File: config.mk
export PLATFORM = sky130hd
export DESIGN_NAME = aes_key_expander
export DESIGN_NICKNAME = d
export VERILOG_FILES = /design/src/rtl/aes_key_expander.sv
export SDC_FILE = /design/constraint.sdc
export NUM_CORES = 2
export LEC_CHECK = 0
export BUFFER_PORTS_ARGS = -buffer_cell sky130_fd_sc_hd__buf_2
export CAP_MARGIN = 20
export CORE_MARGIN = 1
export CORE_UTILIZATION = 46
export DETAILED_ROUTE_END_ITERATION = 8
export HOLD_SLACK_MARGIN = 0.15
export PLACE_DENSITY_LB_ADDON = 0.08
export SLEW_MARGIN = 25
export SYNTH_ARGS = -nofsm -noshare
export SYNTH_HDL_FRONTEND = slang
export SYNTH_SLANG_ARGS = --single-unit
export TNS_END_PERCENT = 100
File: constraint.sdc
create_clock -name HCLK -period 10.82 [get_ports HCLK]
set_clock_uncertainty 0.15 [all_clocks]
set_input_delay 0.541 -clock HCLK [delete_from_list [all_inputs] [get_ports HCLK]]
set_output_delay 0.541 -clock HCLK [all_outputs]
set_load 0.05 [all_outputs]
File: src/rtl/aes_key_expander.sv
// aes_key_expander: iterative AES-128 key schedule.
// Loads a 128-bit cipher key and produces one round key per cycle into an
// internal buffer. The round datapath reads the buffer by index through a
// registered read port. SubWord uses an external combinational S-box, reached
// through the sub_in / sub_out side port.
// Optional feature macro: AES_KEYEXP_LASTKEY_EN adds a registered last_key
// output that holds round key NR while the keys are valid.

module aes_key_expander #(
    parameter int NR = 10
) (
    input  logic         HCLK,
    input  logic         HRESET,
    input  logic         start,
    input  logic [127:0] keyWord,
    output logic [31:0]  sub_in,
    input  logic [31:0]  sub_out,
    input  logic [3:0]   rk_rd_idx,
    output logic [127:0] rk_rd_data,
    output logic         busy,
    output logic         keys_valid
`ifdef AES_KEYEXP_LASTKEY_EN
    ,
    output logic [127:0] last_key
`endif
);

    typedef enum logic [1:0] {
        ST_IDLE   = 2'd0,
        ST_EXPAND = 2'd1,
        ST_DONE   = 2'd2
    } state_t;

    localparam logic [3:0] LAST_RND = 4'(NR);

    // Control and working state
    state_t       r_state;
    logic [31:0]  r_w [0:3];
    logic [3:0]   r_rnd;
    logic [7:0]   r_rcon;
    logic         r_busy;
    logic         r_keys_valid;
    logic [127:0] r_rd_data;

    // Round-key buffer, written one entry per cycle, read through a register
    logic [127:0] r_rk [0:NR];

    // Combinational next-round values
    logic         w_expand;
    logic         w_accept;
    logic         w_last;
    logic [31:0]  w_t;
    logic [31:0]  w_n [0:3];
    logic [127:0] w_next_key;
    logic [7:0]   w_rcon_next;
    logic         w_wr_en;
    logic [3:0]   w_wr_addr;
    logic [127:0] w_wr_data;

    assign w_expand = (r_state == ST_EXPAND);
    // A start while already expanding is deliberately dropped
    assign w_accept = start && !w_expand;
    assign w_last   = w_expand && (r_rnd == LAST_RND);

    // RotWord of w3 goes out to the S-box only while expanding
    assign sub_in = w_expand ? {r_w[3][23:0], r_w[3][31:24]} : 32'h0;

    assign w_t = sub_out ^ {r_rcon, 24'h0};

    // Word chain: each new word folds in the previous new word
    genvar gi;
    generate
        for (gi = 0; gi < 4; gi++) begin : g_chain
            if (gi == 0) begin : g_first
                assign w_n[gi] = r_w[gi] ^ w_t;
            end else begin : g_rest
                assign w_n[gi] = r_w[gi] ^ w_n[gi-1];
            end
        end
    endgenerate

    assign w_next_key = {w_n[0], w_n[1], w_n[2], w_n[3]};

    // xtime in GF(2^8)
    assign w_rcon_next = {r_rcon[6:0], 1'b0} ^ (r_rcon[7] ? 8'h1b : 8'h00);

    // Single buffer write port: key at load, new round key while expanding
    assign w_wr_en   = !HRESET && (w_accept || w_expand);
    assign w_wr_addr = w_accept ? 4'd0 : r_rnd;
    assign w_wr_data = w_accept ? keyWord : w_next_key;

    // Sequencer: load, step through rounds 1..NR, then hold
    always_ff @(posedge HCLK) begin
        if (HRESET) begin
            r_state      <= ST_IDLE;
            r_busy       <= 1'b0;
            r_keys_valid <= 1'b0;
            r_rnd        <= 4'd0;
            r_rcon       <= 8'h00;
            for (int i = 0; i < 4; i++) begin
                r_w[i] <= 32'h0;
            end
        end else if (w_accept) begin
            r_state      <= ST_EXPAND;
            r_busy       <= 1'b1;
            r_keys_valid <= 1'b0;
            r_rnd        <= 4'd1;
            r_rcon       <= 8'h01;
            r_w[0]       <= keyWord[127:96];
            r_w[1]       <= keyWord[95:64];
            r_w[2]       <= keyWord[63:32];
            r_w[3]       <= keyWord[31:0];
        end else if (w_expand) begin
            r_rcon <= w_rcon_next;
            for (int i = 0; i < 4; i++) begin
                r_w[i] <= w_n[i];
            end
            if (w_last) begin
                r_state      <= ST_DONE;
                r_busy       <= 1'b0;
                r_keys_valid <= 1'b1;
            end else begin
                r_rnd <= r_rnd + 4'd1;
            end
        end
    end

    // Buffer write; contents need no reset since reads are gated by keys_valid
    always_ff @(posedge HCLK) begin
        if (w_wr_en) begin
            r_rk[w_wr_addr] <= w_wr_data;
        end
    end

    // Registered read, zero unless keys are valid and the index is in range
    always_ff @(posedge HCLK) begin
        if (HRESET) begin
            r_rd_data <= 128'h0;
        end else if (r_keys_valid && (rk_rd_idx <= LAST_RND)) begin
            r_rd_data <= r_rk[rk_rd_idx];
        end else begin
            r_rd_data <= 128'h0;
        end
    end

    assign rk_rd_data = r_rd_data;
    assign busy       = r_busy;
    assign keys_valid = r_keys_valid;

`ifdef AES_KEYEXP_LASTKEY_EN
    logic [127:0] r_last_key;

    // Final round key captured as it is produced, cleared on any (re)load
    always_ff @(posedge HCLK) begin
        if (HRESET) begin
            r_last_key <= 128'h0;
        end else if (w_accept) begin
            r_last_key <= 128'h0;
        end else if (w_last) begin
            r_last_key <= w_next_key;
        end
    end

    assign last_key = r_last_key;
`endif

endmodule

Yosys cells after proc, flatten, opt, wreduce, memory -nomap -nowiden:

Memories as Yosys holds them, arrays and structs flattened. A register that Yosys moved wholly into a read port is not among the register bits.
Cells that the tools add are included.

* logic and storage cells: 79
* output and inout bits: 162
* flip-flop bits (word level): 15
* latch bits: 0
* memory bits (read-only): 0
* bits in writable memories: 1536
* memories: 2

* $add $sub $neg: 1
* multipliers: 0
* equal/unequal tests: 3
* order comparisons: 1
* shifts and indexed selects: 0
* divide/modulo/power cells: 0
* bitwise logic cells: 16
* multiplexer cells: 34
* reductions and logical operators: 15

Memory list
* r_rk: depth 11, bits a word 128, rd ports 1, clocked after Yosys merged registers in 1, write ports 1, RTL line 46 `logic [127:0] r_rk [0:NR];`
* r_w: depth 4, bits a word 32, rd ports 4, clocked after Yosys merged registers in 0, write ports 4, RTL line 38 `logic [31:0] r_w [0:3];`

Operators by type and width (number)
* 32-bit two-way mux: 9
* 32-bit bitwise XOR: 5
* 128-bit two-way mux: 1
* 1-bit two-way mux: 22
* 1-bit OR: 8
* 2-bit AND reduction: 4
* 8-bit by 5-bit bitwise XOR with 8-bit output: 1
* 5-bit two-way mux: 1
* 4-bit by 1-bit adder with 4-bit output (second input constant): 1
* 4-bit equality test (second input constant): 1
* 4-bit <= comparator (second input constant): 1
* 1-bit logical AND: 4
* 4-bit two-way mux: 1
* 2-bit nonzero test: 2
* 2-bit OR reduction: 2
* 2-bit by 1-bit equality test with 1-bit output (second input constant): 1
* 1-bit logical NOT: 2
* 2-bit != test (second input constant): 1
* 1-bit inverter: 2
* 1-bit logical OR: 1

Longest topological paths before layout:

* word-level depth: 8
* mapped depth: 9

Least setup slack after synthesis:

No wires, ideal clock.

* path kind: register -> register
* start point: register r_state[0]
* end point: memory r_rk[9][0], enable pin
* cell stages (with the launch flop): 8
* arrival: 10.172 ns
* path buffers: 4
* path slack: -0.274 ns
* clock period less this slack: 11.094 ns
* library setup time: 0.772 ns
* path through: dfxtp_1 -> nand2b_1 -> clkbuf_1 -> and2_1 -> buf_2 -> buf_2 -> buf_2 -> nor3_1

* longest elaborated chain between the ends: 7

Ends and longest elaborated chain
* start, declared: RTL line 37 `state_t r_state;`
* start signal, assigned: RTL line 95 `r_state <= ST_IDLE;`
* start signal, assigned: RTL line 104 `r_state <= ST_EXPAND;`
* start signal, assigned: RTL line 119 `r_state <= ST_DONE;`
* 2-bit by 1-bit equality test with 1-bit output *: RTL line 60 `assign w_expand = (r_state == ST_EXPAND);`
* 1-bit logical NOT: RTL line 62 `assign w_accept = start && !w_expand;`
* 1-bit logical AND: RTL line 62
* 1-bit logical OR: RTL line 88 `assign w_wr_en = !HRESET && (w_accept || w_expand);`
* 1-bit logical AND: RTL line 88
* 1-bit two-way mux: RTL line 130 `if (w_wr_en) begin`
* 1-bit two-way mux (not written as such): RTL line 131 `r_rk[w_wr_addr] <= w_wr_data;`
* end, declared: RTL line 46

Mark *: on every way between the ends. The rest lies on a longest branch, timed or not.

==> results.cfg <==
[outcome]
status = finished, final reports clean

[sta]
slew_headroom = 0.254
finalHoldViolations = 0
finalCriticalPeriod_ps = 5160
timing.fmax_mhz = 194
slew_violations = 0
rsz0062_at_grt = false
worst_pin_slew_ps = 1110
setup_viol = 0
setup_tns_ps = 0
period_share = 0.477

[synthesis]
ys_seq_area_frac = 0.736
yosysWarnings = 0
synth_nets = 3765
synth.most_common_cell = edfxtp_1
synth_commonest_cells = edfxtp_1 (1,536), mux4_2 (256), nor2_1 (189)
synth_seq_cells = 1678
syn_inst = 3596
synth.distinct_cells = 38
synth_area_um2 = 66500
synthFlopType = edfxtp_1
synth_edf_count = 1536
yosys-top-cells-area = edfxtp_1 (69%), mux4_2 (8.7%), dfxtp_1 (4.3%)
yosysTopAreaCell = edfxtp_1
synth_async_sr_flop_share = 0
yosysTopAreaCellShare = 0.693
syn_avg_cell_area_um2 = 18.5

[placed_design]
hpwl_um = 104000
place.port_buffers = 328
dp_cells = 5698
gp_congestion = 0.776

[die]
fp.coreArea_um2 = 143000
boundaryPins = 329
die_x_um = 382
design.die.area_um2 = 146000
start_util = 0.464
die-height_um = 382
rows = 139

[worst_hold_path]
min_to = r_w[0][17]$_DFFE_PP_
whs_path_depth = 3
worstHoldStart = sub_out[17]
hp-class = in -> reg

[global_routing]
grt_pass1_wl_um = 255000
antenna_found_initial = 5
met1_usage = 0.350
grt-busiest-layer = met2
grt_pass1_vias = 35500
overflow = 0
grt_use_met3 = 0.0461
track_usage = 0.245
grtUsageMet2 = 0.385
grt_max_degree = 142

[worst_setup_path]
reg2reg_slack_ps = 5660
cp-end-kind = flip-flop
path_cells = nand2b_2, buf_4, nor2_4, nand3b_1, nor2_4, buf_4, buf_4
reg2reg_from = keys_valid$_SDFFE_PP0P_
r2r-end = r_rk[8][82]$_DFFE_PP_
cp_max_fo = 51
critPathKind = reg -> reg
max_stage_delay_ps = 890
crit_top_cell = buf_4
critPathSlowestCell = nor2_4
worstSetupStartpointType = flip-flop
crit_arrival_ps = 5400
cp_data_required_time_ps = 11060
ff2ff_path_depth = 7

[clocking]
path_clk_slew_ps = 60
cts_tree = done
clock-sinks = 1678
postCtsSetupBuffers = 0
clock_latency_ps = 780
cts-htree-levels = 4
cts-root-buf = clkbuf_16
cts_buffer_depth = 3
cts_made_buffers = 177

[route]
final_antenna_net_count = 0
drc = 0
dr.pass1.iters = 7
routed_wl_um = 180000
first_iter_violations = 3044
wire_per_inst_um = 29.1
vias = 35200
vias_per_cell = 5.70

[power]
p_comb_frac = 0.108
total_power_uw = 15400
clkPwrFrac = 0.393
seqPwrFrac = 0.499
p_per_area_nw_per_um2 = 198
switchingPower_uw = 3690
switching_share = 0.240
p_int_uw = 11700
power_leakage_uw = 0.0266
peakVddDrop_v = 0.000156

[layout]
nNetsFinal = 4287
multiInputGateArea_um2 = 16600
drive_above_1_share = 0.281
post-route-util = 0.542
nFillCells = 11400
area_delta_synth_final_pct = 16.9
seq_area_um2 = 49000
fin_cells = 6173

[job]
cap_violations = 0
==> what timing repair did <==
item	4_1_cts	5_1_grt
resized for setup	0	0
hold endpoints to repair	396	0
hold buffers	143	0
==> cells in the final DEF, fill, tap and decap left out, drive strengths merged, types with 6 or more instances in the layout <==
cell / n
nor3: 6
dfxtp: 142
dlygate4sd3: 143
clkbuf: 256
clkinv: 53
o21ba: 8
xnor3: 32
nand2: 149
bufinv: 14
a211oi: 262
mux2: 128
nor2b: 129
o21ai: 136
mux2i: 128
mux4: 256
a21oi: 70
edfxtp: 1536
and3: 8
nor2: 189
xnor2: 19
and2: 33
a22o: 24
buf: 430
xor2: 89
==> registers in the layout, summed over array words and instances, names as in the netlist <==
register,cells
rk_rd_data,128
r_rnd,4
r_state,1
r_w,128
r_rcon,8
keys_valid,1
r_rk,1408
==> through the flow <==
step | cell area (um^2) | worst slack [ps] | hold slack [ps]
finish | 77800 | 5660 | 219
global route | 77800 | 5420 | 182
CTS | 77700 | 5540 | 151
detailed placement | 70500 | 5430 | 319
global placement | 70400 | 5440 | 315
floorplan | 66500 | 3020 | 296
==> power groups by stage <==
stage	registers (uW)	logic [uW]	clock network, uW
detailed placement	7820	1640	0
CTS	7690	1680	6160
global route	7700	1780	6400
floorplan	7800	898	0
finish	7690	1670	6050
global placement	7820	1610	0
==> layout make-up <==
type / instances / area share
Sequential cell: 1678 / 0.630
Timing Repair Buffer: 573 / 0.0514
Clock inverter: 74 / 0.00933
Clock buffer: 256 / 0.0654
Antenna cell: 1 / 0.0000322
Multi-Input combinational cell: 1687 / 0.213
Inverter: 1 / 0.0000483
Tap cell: 1903 / 0.0306
==> worst max-delay path, delay by kind of cell (launching register included) <==
kind	cells	cell delay (ps)
and+or+nand+nor	4	2410
DFF	1	360
buffers and inverters	3	1720
==> cell families (layout without fill, tap and decap cells) <==
kind of cell    after synthesis  in the layout  share of synthesized area
compound gates              502            502                     0.0563
xor+xnor                    140            140                     0.0251
fa+ha+maj                     2              2                   0.000376
buf+inv                     231            904                     0.0172
flops                      1678           1678                      0.736
mux                         512            512                      0.128
other cells                   0              1                          0
simple gates                531            531                     0.0373
==> metal layers <==
layer | vias up | share of wire | wire length (um)
met5 | - | 0 | 0
met4 | 0 | 0.023 | 4060
met3 | 197 | 0.059 | 10600
met2 | 1105 | 0.47 | 84900
met1 | 18600 | 0.45 | 80000
li1 | 15300 | - | -
==> how the worst max path moves through the flow <==
stage,endpoint,from,slack [ps],depth (start not counted)
CTS,r_rk[8][118]$_DFFE_PP_,keys_valid$_SDFFE_PP0P_,5540,7
floorplan,r_rk[0][0]$_DFFE_PP_,keys_valid$_SDFFE_PP0P_,3020,8
detailed placement,r_rk[8][56]$_DFFE_PP_,HRESET,5430,7
global route,r_rk[8][118]$_DFFE_PP_,keys_valid$_SDFFE_PP0P_,5420,7
global placement,r_rk[8][56]$_DFFE_PP_,HRESET,5440,7
finish,r_rk[8][82]$_DFFE_PP_,keys_valid$_SDFFE_PP0P_,5660,7
(Power assumes the default switching activity.)
